$ cat src/rtl/dft_peak_find.sv
// Per-frame peak search over squared-magnitude DFT bins: max, argmax, count above threshold.
// Latency: result valid 1 cycle after the last bin of a frame is accepted.
// Backpressure: in_ready drops while a result is held; it returns the cycle after res_valid&res_ready.
module dft_peak_find #(
  parameter int DATA_W = 32,
  parameter int BINS_N = 64,
  parameter int IDX_W  = 6
) (
  input  logic              clk,
  input  logic              rst,
  input  logic [DATA_W-1:0] data,
  input  logic              valid,
  input  logic              sof,
  input  logic [DATA_W-1:0] thr,
  output logic              in_ready,
  output logic [DATA_W-1:0] peak_val,
  output logic [IDX_W-1:0]  peak_idx,
  output logic [IDX_W:0]    above_cnt,
  output logic              res_valid,
  input  logic              res_ready,
  output logic              frame_err
);

  localparam logic [IDX_W-1:0] LAST_BIN = IDX_W'(BINS_N - 1);

  typedef enum logic [1:0] {IDLE, SCAN, HOLD} state_t;

  state_t state, state_nxt;

  // Running values for the frame in progress; never driven onto the outputs directly.
  logic [IDX_W-1:0]  bin_cnt;
  logic [DATA_W-1:0] cur_max;
  logic [IDX_W-1:0]  cur_idx;
  logic [IDX_W:0]    cur_cnt;

  logic              accept;
  logic              restart;
  logic              last_bin;
  logic              above;
  logic              new_peak;
  logic [DATA_W-1:0] max_nxt;
  logic [IDX_W-1:0]  idx_nxt;
  logic [IDX_W:0]    cnt_nxt;

  // Acceptance and candidate running values; acceptance is decoded from state so res_ready never reaches in_ready.
  always_comb begin
    accept   = valid && (state != HOLD);
    restart  = accept && ((state == IDLE) || sof);
    last_bin = accept && !restart && (bin_cnt == LAST_BIN);
    above    = data > thr;
    // Strict compare keeps the earliest bin on ties.
    new_peak = data > cur_max;
    max_nxt  = new_peak ? data : cur_max;
    idx_nxt  = new_peak ? bin_cnt : cur_idx;
    cnt_nxt  = cur_cnt + {{IDX_W{1'b0}}, above};
  end

  // State register.
  always_ff @(posedge clk or negedge rst) begin
    if (!rst) state <= IDLE;
    else      state <= state_nxt;
  end

  // Next-state and state-decoded handshake outputs.
  always_comb begin
    state_nxt = state;
    in_ready  = 1'b0;
    res_valid = 1'b0;
    case (state)
      IDLE: begin
        in_ready = 1'b1;
        if (accept) state_nxt = SCAN;
      end
      SCAN: begin
        in_ready = 1'b1;
        if (last_bin) state_nxt = HOLD;
      end
      HOLD: begin
        res_valid = 1'b1;
        if (res_ready) state_nxt = IDLE;
      end
      default: state_nxt = IDLE;
    endcase
  end

  // Scan accumulation, result capture at frame completion, and restart error pulse.
  always_ff @(posedge clk or negedge rst) begin
    if (!rst) begin
      bin_cnt   <= '0;
      cur_max   <= '0;
      cur_idx   <= '0;
      cur_cnt   <= '0;
      peak_val  <= '0;
      peak_idx  <= '0;
      above_cnt <= '0;
      frame_err <= 1'b0;
    end else begin
      frame_err <= accept && (state == SCAN) && sof;
      if (restart) begin
        cur_max <= data;
        cur_idx <= '0;
        cur_cnt <= {{IDX_W{1'b0}}, above};
        bin_cnt <= IDX_W'(1);
      end else if (accept) begin
        cur_max <= max_nxt;
        cur_idx <= idx_nxt;
        cur_cnt <= cnt_nxt;
        // Wraps to zero naturally when the last bin is taken.
        bin_cnt <= bin_cnt + IDX_W'(1);
        if (last_bin) begin
          peak_val  <= max_nxt;
          peak_idx  <= idx_nxt;
          above_cnt <= cnt_nxt;
        end
      end
    end
  end

endmodule

$ cat config.mk
export PLATFORM = sky130hd
export DESIGN_NAME = dft_peak_find
export DESIGN_NICKNAME = d
export VERILOG_FILES = /design/src/rtl/dft_peak_find.sv
export SDC_FILE = /design/constraint.sdc
export NUM_CORES = 1
export LEC_CHECK = 0
export ABC_AREA = 1
export CORE_MARGIN = 4
export CORE_UTILIZATION = 53
export DETAILED_ROUTE_END_ITERATION = 7
export GPL_TIMING_DRIVEN = 0
export PLACE_DENSITY = 0.77
export SLEW_MARGIN = 10
export SYNTH_ARGS = -nofsm -noshare
export SYNTH_HDL_FRONTEND = slang
export SYNTH_SLANG_ARGS = --single-unit
$ cat constraint.sdc
create_clock -name clk -period 2.6 [get_ports clk]
set_input_delay 0.52 -clock clk [delete_from_list [all_inputs] [get_ports clk]]
set_output_delay 0.52 -clock clk [all_outputs]
set_load 0.01 [all_outputs]
==> implementation parameters, run 1 <==
Parameter                              Value

Global routing
  Met3 track utilization from global routing ... under 10%
  Global Route met1 Usage ... 33.3%
  Wire length of the first global-routing pass ... around 29 mm
  Maximum number of pins on one net before global-route repair ... 60
  Antenna violations before repair ... 0
  Met2 usage in global routing ... between 40% and 50%
  Number of global-route vias before repair ... 6195
  Remaining Overflow, GRT ... 0
  GRT busiest layer ... met2
  Total routing usage reported by global routing ... 24.8%

Detailed routing
  DRT antenna net count ... 0
  First-iteration detailed-routing DRC count ... 454
  DRC violation count after routing ... 0
  Via/cell ratio ... 5.12
  Overall via count from detail_route ... 6330
  Total wire length ... 17.1 mm
  Wire length per cell after detailed routing ... around 14 um
  Pre-antenna DRT Iters ... 5

Placed design
  Post-place setup slack ... -0.930 ns
  Number of I/O port buffers ... 116
  Hpwl dp ... 12.3 mm
  Routability cong. ... around 0.83
  Cell total after placement ... 1212

Setup path
  Capturing element of the worst setup path ... cur_cnt[6]
  Signal arrival time at the worst endpoint ... ~2.8 ns
  Endpoint class of the critical path ... flip-flop
  Class of the most critical setup path ... input port to flip-flop
  Required time worst endpoint ... 2.88 ns
  Type of origin of the critical path ... input port
  Number of cells on the worst reg-to-reg path ... 14
  Worst-case register-to-register setup slack ... 0.40 ns
  Max FO, Critical Path ... 3
  Worst setup path startpoint ... thr[27]
  Reg2reg end ... cur_max[19]
  Worst R2R Start ... cur_max[27]

Cells and area
  Synth-to-layout area growth ... 30.2%
  Number of nets in the layout ... about 1200
  Proportion of layout cells with a drive suffix above 1 ... 15.5%
  Sequential cell area ... 2480 um^2
  # fillers ... 1015
  Number of non-filler instances in the completed layout ... 1236
  Area of the multi-input gates ... 3930 um^2
  Antenna Cells ... 0
  Utilization of the core after routing ... 71.0%

Yosys
  Ranking of synthesized cells by area ... sky130_fd_sc_hd__dfrtp_1, sky130_fd_sc_hd__nand2_1, sky130_fd_sc_hd__ha_1
  Cells after synthesis ... a little over 900
  Share of synthesized registers carrying an async set or reset ... 100%
  Count of cell types in the netlist ... 32
  Share of the synthesized area in the top cell type ... 37.7%
  Seq/Total Area, Yosys ... a little under two fifths
  Count of yosys warnings during synthesis ... 0
  Dominant cell type by area after synthesis ... sky130_fd_sc_hd__dfrtp_1
  Mean instance size in the synthesized netlist ... 7.09 um^2
  Leading register cell type out of synthesis ... sky130_fd_sc_hd__dfrtp_1
  Syn Nets ... 1063
  EDFF count, synth ... 0
  Cell with the most instances after synthesis ... sky130_fd_sc_hd__nand2_1
  Post-synthesis instance area ... approximately 6600 um^2
  Top post-synthesis cells by count ... sky130_fd_sc_hd__nand2_1, sky130_fd_sc_hd__inv_1, sky130_fd_sc_hd__dfrtp_1, sky130_fd_sc_hd__nand3_1, sky130_fd_sc_hd__ha_1
  Synthesized flop and latch total ... just under 100

Floorplanning
  Overall die area ... 14300 um^2
  Number of cell rows ... 40
  Area of the core ... 12100 um^2
  Initial cell density of the core ... 54.5%
  Die W ... between 100 and 150 um
  Chip Height ... 119 um
  I/O pin total ... 117

STA
  Setup clock skew after layout ... 0.00777 ns
  TNS Setup ... 0 ns
  Setup slack after layout ... 0.119 ns
  Remaining max-slew budget at the tightest pin ... between 50 and 60%
  Final Critical Period ... 2.48 ns
  Final-layout worst hold slack ... about 0.14 ns
  Total of endpoints with negative setup slack in the final report ... 0
  Number of hold-slack violations in the final timing report ... 0
  Fmax achieved ... between 0.4 and 0.5 GHz
  Worst-Margin Slew ... between 0.6 and 0.7 ns
  Final Max Slew Viols ... 0
  Crit share post-route ... between 90% and 100%

Clock tree
  Num CTS Buffers ... 9
  Cts-stage hold buffer count ... 0
  Clock edge transition at the registers on the reported setup and hold paths ... 0.07 ns
  Buffers from clock root to sink, at most ... 2
  Clock latency on the worst-skew pair ... between 0.3 and 0.4 ns
  CTS tree ... done
  Clock root buffer ... sky130_fd_sc_hd__clkbuf_16
  H-tree level count ... 3
  Clock sinks ... 99

Job
  Number of maximum-capacitance violations ... 0

Power
  Static leakage ... 0.00464 uW
  Pwr Density ... 583 nW/um^2
  IR Drop Worst-Case VDD ... about 0.00049 V

Worst hold path
  Worst Hold Class ... input port to async pin

Status
  Status ... completed
==> repair_timing <==
action / in CTS / in global routing
pin swaps: 47 / 34
setup buffers: 7 / 1
gates resized for setup: 150 / 91
endpoints found under the hold margin: 0 / 0
setup endpoints to repair: 13 / 10
==> final cells by class <==
class | instances | area share (%)
plain buffers | 36 | 2.34
clock buffers | 11 | 2.95
clock inverters | 5 | 0.482
inverters | 106 | 4.65
multi-input cells | 686 | 46.0
flip-flops and latches | 99 | 28.9
well taps | 168 | 2.46
repair buffers | 125 | 12.2
==> registers in the layout (all words and copies together), names as in the netlist <==
register and flops:
above_cnt 7, bin_cnt 6, cur_cnt 7, cur_idx 6, cur_max 32, frame_err 1, peak_idx 6, peak_val 32
state 2
==> worst min path at each step <==
| stage | start | endpoint | cells after the start |
|---|---|---|---|
| detailed placement | peak_val[19] | peak_val[19] | 2 |
| finish | rst | above_cnt[3] | 1 |
| CTS | rst | above_cnt[3] | 1 |
| global placement | peak_val[31] | peak_val[31] | 2 |
| global route | rst | above_cnt[3] | 1 |
| floorplan | rst | above_cnt[0] | 0 |
==> critical path: stages <==
cell                              delay [ns]
sky130_fd_sc_hd__clkdlybuf4s15_1        0.17
sky130_fd_sc_hd__inv_2                  0.04
sky130_fd_sc_hd__ha_4                   0.26
sky130_fd_sc_hd__nand4_1                0.13
sky130_fd_sc_hd__nor2_2                 0.16
sky130_fd_sc_hd__nand4_1                0.16
sky130_fd_sc_hd__inv_2                  0.12
sky130_fd_sc_hd__nand2_2                0.08
sky130_fd_sc_hd__a21boi_2               0.14
sky130_fd_sc_hd__ha_2                   0.23
sky130_fd_sc_hd__ha_4                   0.16
sky130_fd_sc_hd__nand3_4                0.09
sky130_fd_sc_hd__nor3_4                 0.14
sky130_fd_sc_hd__xor2_1                 0.17
sky130_fd_sc_hd__inv_1                  0.08
sky130_fd_sc_hd__o21ai_1                0.11
==> power by group <==
group	total, uW	switching [uW]	internal, uW
sequential	1880	151	1730
combinational	1780	1070	706
clock	1330	616	714
==> stage by stage <==
stage | power, uW | cell area (um^2)
finish | 4990 | 8560
global route | 5390 | 8560
CTS | 4980 | 8610
detailed placement | 3600 | 7970
global placement | 3560 | 7950
floorplan | 3090 | 6580
==> cells in the final DEF (no fill, tap or decap), drive strengths merged, types with 30 or more instances in the layout <==
| master | netlist | final |
|---|---|---|
| buf | 20 | 36 |
| clkbuf | 16 | 57 |
| clkdlybuf4s50 | 0 | 51 |
| dfrtp | 99 | 99 |
| ha | 67 | 67 |
| inv | 106 | 109 |
| nand2 | 406 | 406 |
| nand3 | 90 | 90 |
| o21ai | 30 | 30 |
==> routing by layer <==
metal  vias to the layer above  routed length, um
met5                         -                  0
met4                         0                217
met3                        19                931
met2                       174               8170
met1                      2918               7830
li1                       3219                  -
==> logic make-up after synthesis <==
family | count (synthesis) | share of synthesized area (%)
AOI/OAI and AO/OA | 70 | 5.75
adders and majority gates | 67 | 12.7
DFF | 99 | 37.7
and+or+nand+nor | 543 | 33.9
xor gates and xnor gates | 6 | 0.799
buffers and inverters | 142 | 9.10
Note: power is estimated with default switching activity, not from simulation.
==> run 2: changes to the inputs <==
--- a/config.mk
+++ b/config.mk
@@ -11,6 +11,7 @@
 export DETAILED_ROUTE_END_ITERATION = 7
 export GPL_TIMING_DRIVEN = 0
 export PLACE_DENSITY = 0.77
+export REMOVE_ABC_BUFFERS = 1
 export SLEW_MARGIN = 10
 export SYNTH_ARGS = -nofsm -noshare
 export SYNTH_HDL_FRONTEND = slang
==> run 2 against run 1 <==
  * Count of clock-buffer cells in the layout increased by 1
  * Clock power increased by 19%
  * Register-to-register slack got worse by 0.16 ns
  * Highest routed layer is now met5
  * Sequential power about the same
  * Cell area increased by 2.0%
  * Largest power group unchanged
  * Fmax decreased by 1.6%
  * Combinational power increased by 4%
  * Worst hold slack got worse by 0.068 ns
==> implementation parameters, run 2 (synthesized netlist as in run 1, its figures left out) <==
Parameter                              Value

Detailed routing
  Via/cell ratio ... 5.27 (+2.9%)
  Overall via count from detail_route ... 6414 (+1.3%)
  Wire length per cell after detailed routing ... 15.1 um (+8.5%)
  DRT antenna net count ... 0 (unchanged)
  Pre-antenna DRT Iters ... 6 (+1)
  Total wire length ... 18.3 mm (+6.8%)
  DRC violation count after routing ... 0 (unchanged)
  First-iteration detailed-routing DRC count ... 515 (+13%)

Clock tree
  Cts-stage hold buffer count ... 0 (unchanged)
  Clock latency on the worst-skew pair ... 0.36 ns (about the same)
  Buffers from clock root to sink, at most ... 2 (unchanged)
  Num CTS Buffers ... 9 (unchanged)
  H-tree level count ... 3 (unchanged)
  CTS tree ... done
  Clock sinks ... 99 (unchanged)
  Clock edge transition at the registers on the reported setup and hold paths ... 0.07 ns (about the same)
  Clock root buffer ... sky130_fd_sc_hd__clkbuf_16

Floorplanning
  Overall die area ... 14300 um^2 (unchanged)
  Area of the core ... 12100 um^2 (unchanged)
  Die W ... 119 um (unchanged)
  I/O pin total ... 117 (unchanged)
  Initial cell density of the core ... 54.5% (unchanged)
  Number of cell rows ... 40 (unchanged)
  Chip Height ... 119 um (unchanged)

STA
  Fmax achieved ... 0.397 GHz (-1.6%)
  Remaining max-slew budget at the tightest pin ... 19.5% (-38 points)
  Total of endpoints with negative setup slack in the final report ... 0 (unchanged)
  Crit share post-route ... 96.9% (+1.5 points)
  Worst-Margin Slew ... 1.21 ns (+0.571 ns)
  Final Max Slew Viols ... 0 (unchanged)
  Final Critical Period ... 2.52 ns (+0.0391 ns)
  Number of hold-slack violations in the final timing report ... 0 (unchanged)
  Setup clock skew after layout ... 0.00635 ns (-0.00142 ns)
  Final-layout worst hold slack ... 0.0757 ns (-0.0680 ns)
  TNS Setup ... 0 ns (unchanged)

Cells and area
  Number of non-filler instances in the completed layout ... 1217 (-1.5%)
  Antenna Cells ... 0 (unchanged)
  Proportion of layout cells with a drive suffix above 1 ... 14.5% (-1.1 points)
  Number of nets in the layout ... 1180 (-1.6%)
  Leading cell type in the layout, fill and taps excluded ... sky130_fd_sc_hd__nand2_1
  Area of the multi-input gates ... 4020 um^2 (+2.2%)
  # fillers ... 955 (-5.9%)
  Commonest cells after routing, fill and taps aside ... sky130_fd_sc_hd__nand2_1, sky130_fd_sc_hd__dfrtp_1, sky130_fd_sc_hd__nand3_1
  Largest registers ranked by flip-flop count ... cur_max x32, peak_val x32
  Utilization of the core after routing ... 72.4% (+1.5 points)
  Sequential cell area ... 2480 um^2 (unchanged)
  Synth-to-layout area growth ... 32.9%

Placed design
  Routability cong. ... 0.831 (-0.46%)
  Hpwl dp ... 11.1 mm (-10%)
  Number of I/O port buffers ... 116 (unchanged)
  Cell total after placement ... 1183 (-2.4%)

Job
  Number of maximum-capacitance violations ... 0 (unchanged)

Setup path
  Worst-case register-to-register setup slack ... 0.24 ns (-0.16 ns)
  Slowest cell on the critical path ... sky130_fd_sc_hd__ha_4
  Critical path buffers and inverters ... 4 (unchanged)
  Kind of cell adding the most delay to the critical path ... simple AND/OR/NAND/NOR gates
  Type of origin of the critical path ... input port
  Required time worst endpoint ... 2.79 ns (-0.09 ns)
  Signal arrival time at the worst endpoint ... 2.71 ns (-0.05 ns)
  Critical path, cell by cell ... clkdlybuf4s15_1 > inv_2 > ha_4 > inv_1 > nor2_1 > nor2_1 > o21a_1 > o21ai_1 > nand2_1 > nand2_2 > nand2_2 > a21boi_2 > ha_4 > buf_6 > nand3_4 > nor3_4 > xor2_2 > o22ai_1
  Endpoint class of the critical path ... flip-flop
  Max FO, Critical Path ... 2 (-1)
  Reg2reg end ... peak_val[18]
  Class of the most critical setup path ... input port to flip-flop
  Crit-path max cell delay ... 0.25 ns (about the same)
  Number of cells on the worst reg-to-reg path ... 14 (unchanged)
  Worst R2R Start ... cur_max[31]

Power
  IR Drop Worst-Case VDD ... 0.000393 V (-19%)
  Overall power ... 5310 uW (+6.3%)
  Pwr Density ... 608 nW/um^2 (+4.2%)
  Static leakage ... 0.00472 uW (+1.7%)

Global routing
  Number of global-route vias before repair ... 6313 (+1.9%)
  Remaining Overflow, GRT ... 0 (unchanged)
  Wire length of the first global-routing pass ... 30.3 mm (+4.2%)
  Antenna violations before repair ... 1 (+1)
  Maximum number of pins on one net before global-route repair ... 58 (-3.3%)
  Total routing usage reported by global routing ... 26.1% (+1.4 points)

Worst hold path
  Worst Hold Class ... input port to async pin

Status
  Status ... completed
## run 2: metrics by stage
step | setup WS [ns] | area [um^2]
finish | 0.0800 | 8740
global route | -0.0963 | 8740
floorplan | -1.04 | 6370
CTS | 0.00645 | 8670
detailed placement | -2.17 | 7870
global placement | -3.98 | 7750
## run 2: where the power goes
part	switching, uW	total [uW]	internal, uW
clock	607	1580	969
sequential	150	1880	1730
combinational	1120	1850	725
total	1880	5310	3430
## run 2: worst max path at each step
stage	slack [ns]	to	startpoint	cells after the start
2_1_floorplan	-1.04	above_cnt[0]	valid	7
3_3_place_gp	-3.98	above_cnt[3]	valid	8
3_5_place_dp	-2.17	above_cnt[6]	valid	8
4_1_cts	0.006	cur_cnt[5]	data[26]	14
5_1_grt	-0.1	cur_cnt[5]	thr[1]	18
6_report	0.08	cur_cnt[5]	thr[1]	18
## run 2: layout make-up
cell class | instances | area share [%]
multi-input cells | 689 | 46.0
flip-flops and latches | 99 | 28.4
repair buffers | 139 | 14.6
inverters | 106 | 4.67
clock buffers | 12 | 2.82
well taps | 168 | 2.41
clock inverters | 4 | 1.12
## run 2: what timing repair did
action	in CTS	in global routing
gates resized for setup	154	66
cloned	3	1
setup endpoints to repair	98	59
pin swaps	48	26
buffers inserted	11	3
## run 2: routing by layer
| metal | GRT usage, % | part of all wire [%] | vias to the layer above |
|---|---|---|---|
| li1 | - | - | 3182 |
| met1 | 34.1 | 43 | 2962 |
| met2 | 43.0 | 47 | 235 |
| met3 | 6.13 | 7.0 | 33 |
| met4 | 8.73 | 2.2 | 2 |
| met5 | 0 | 0.044 | - |
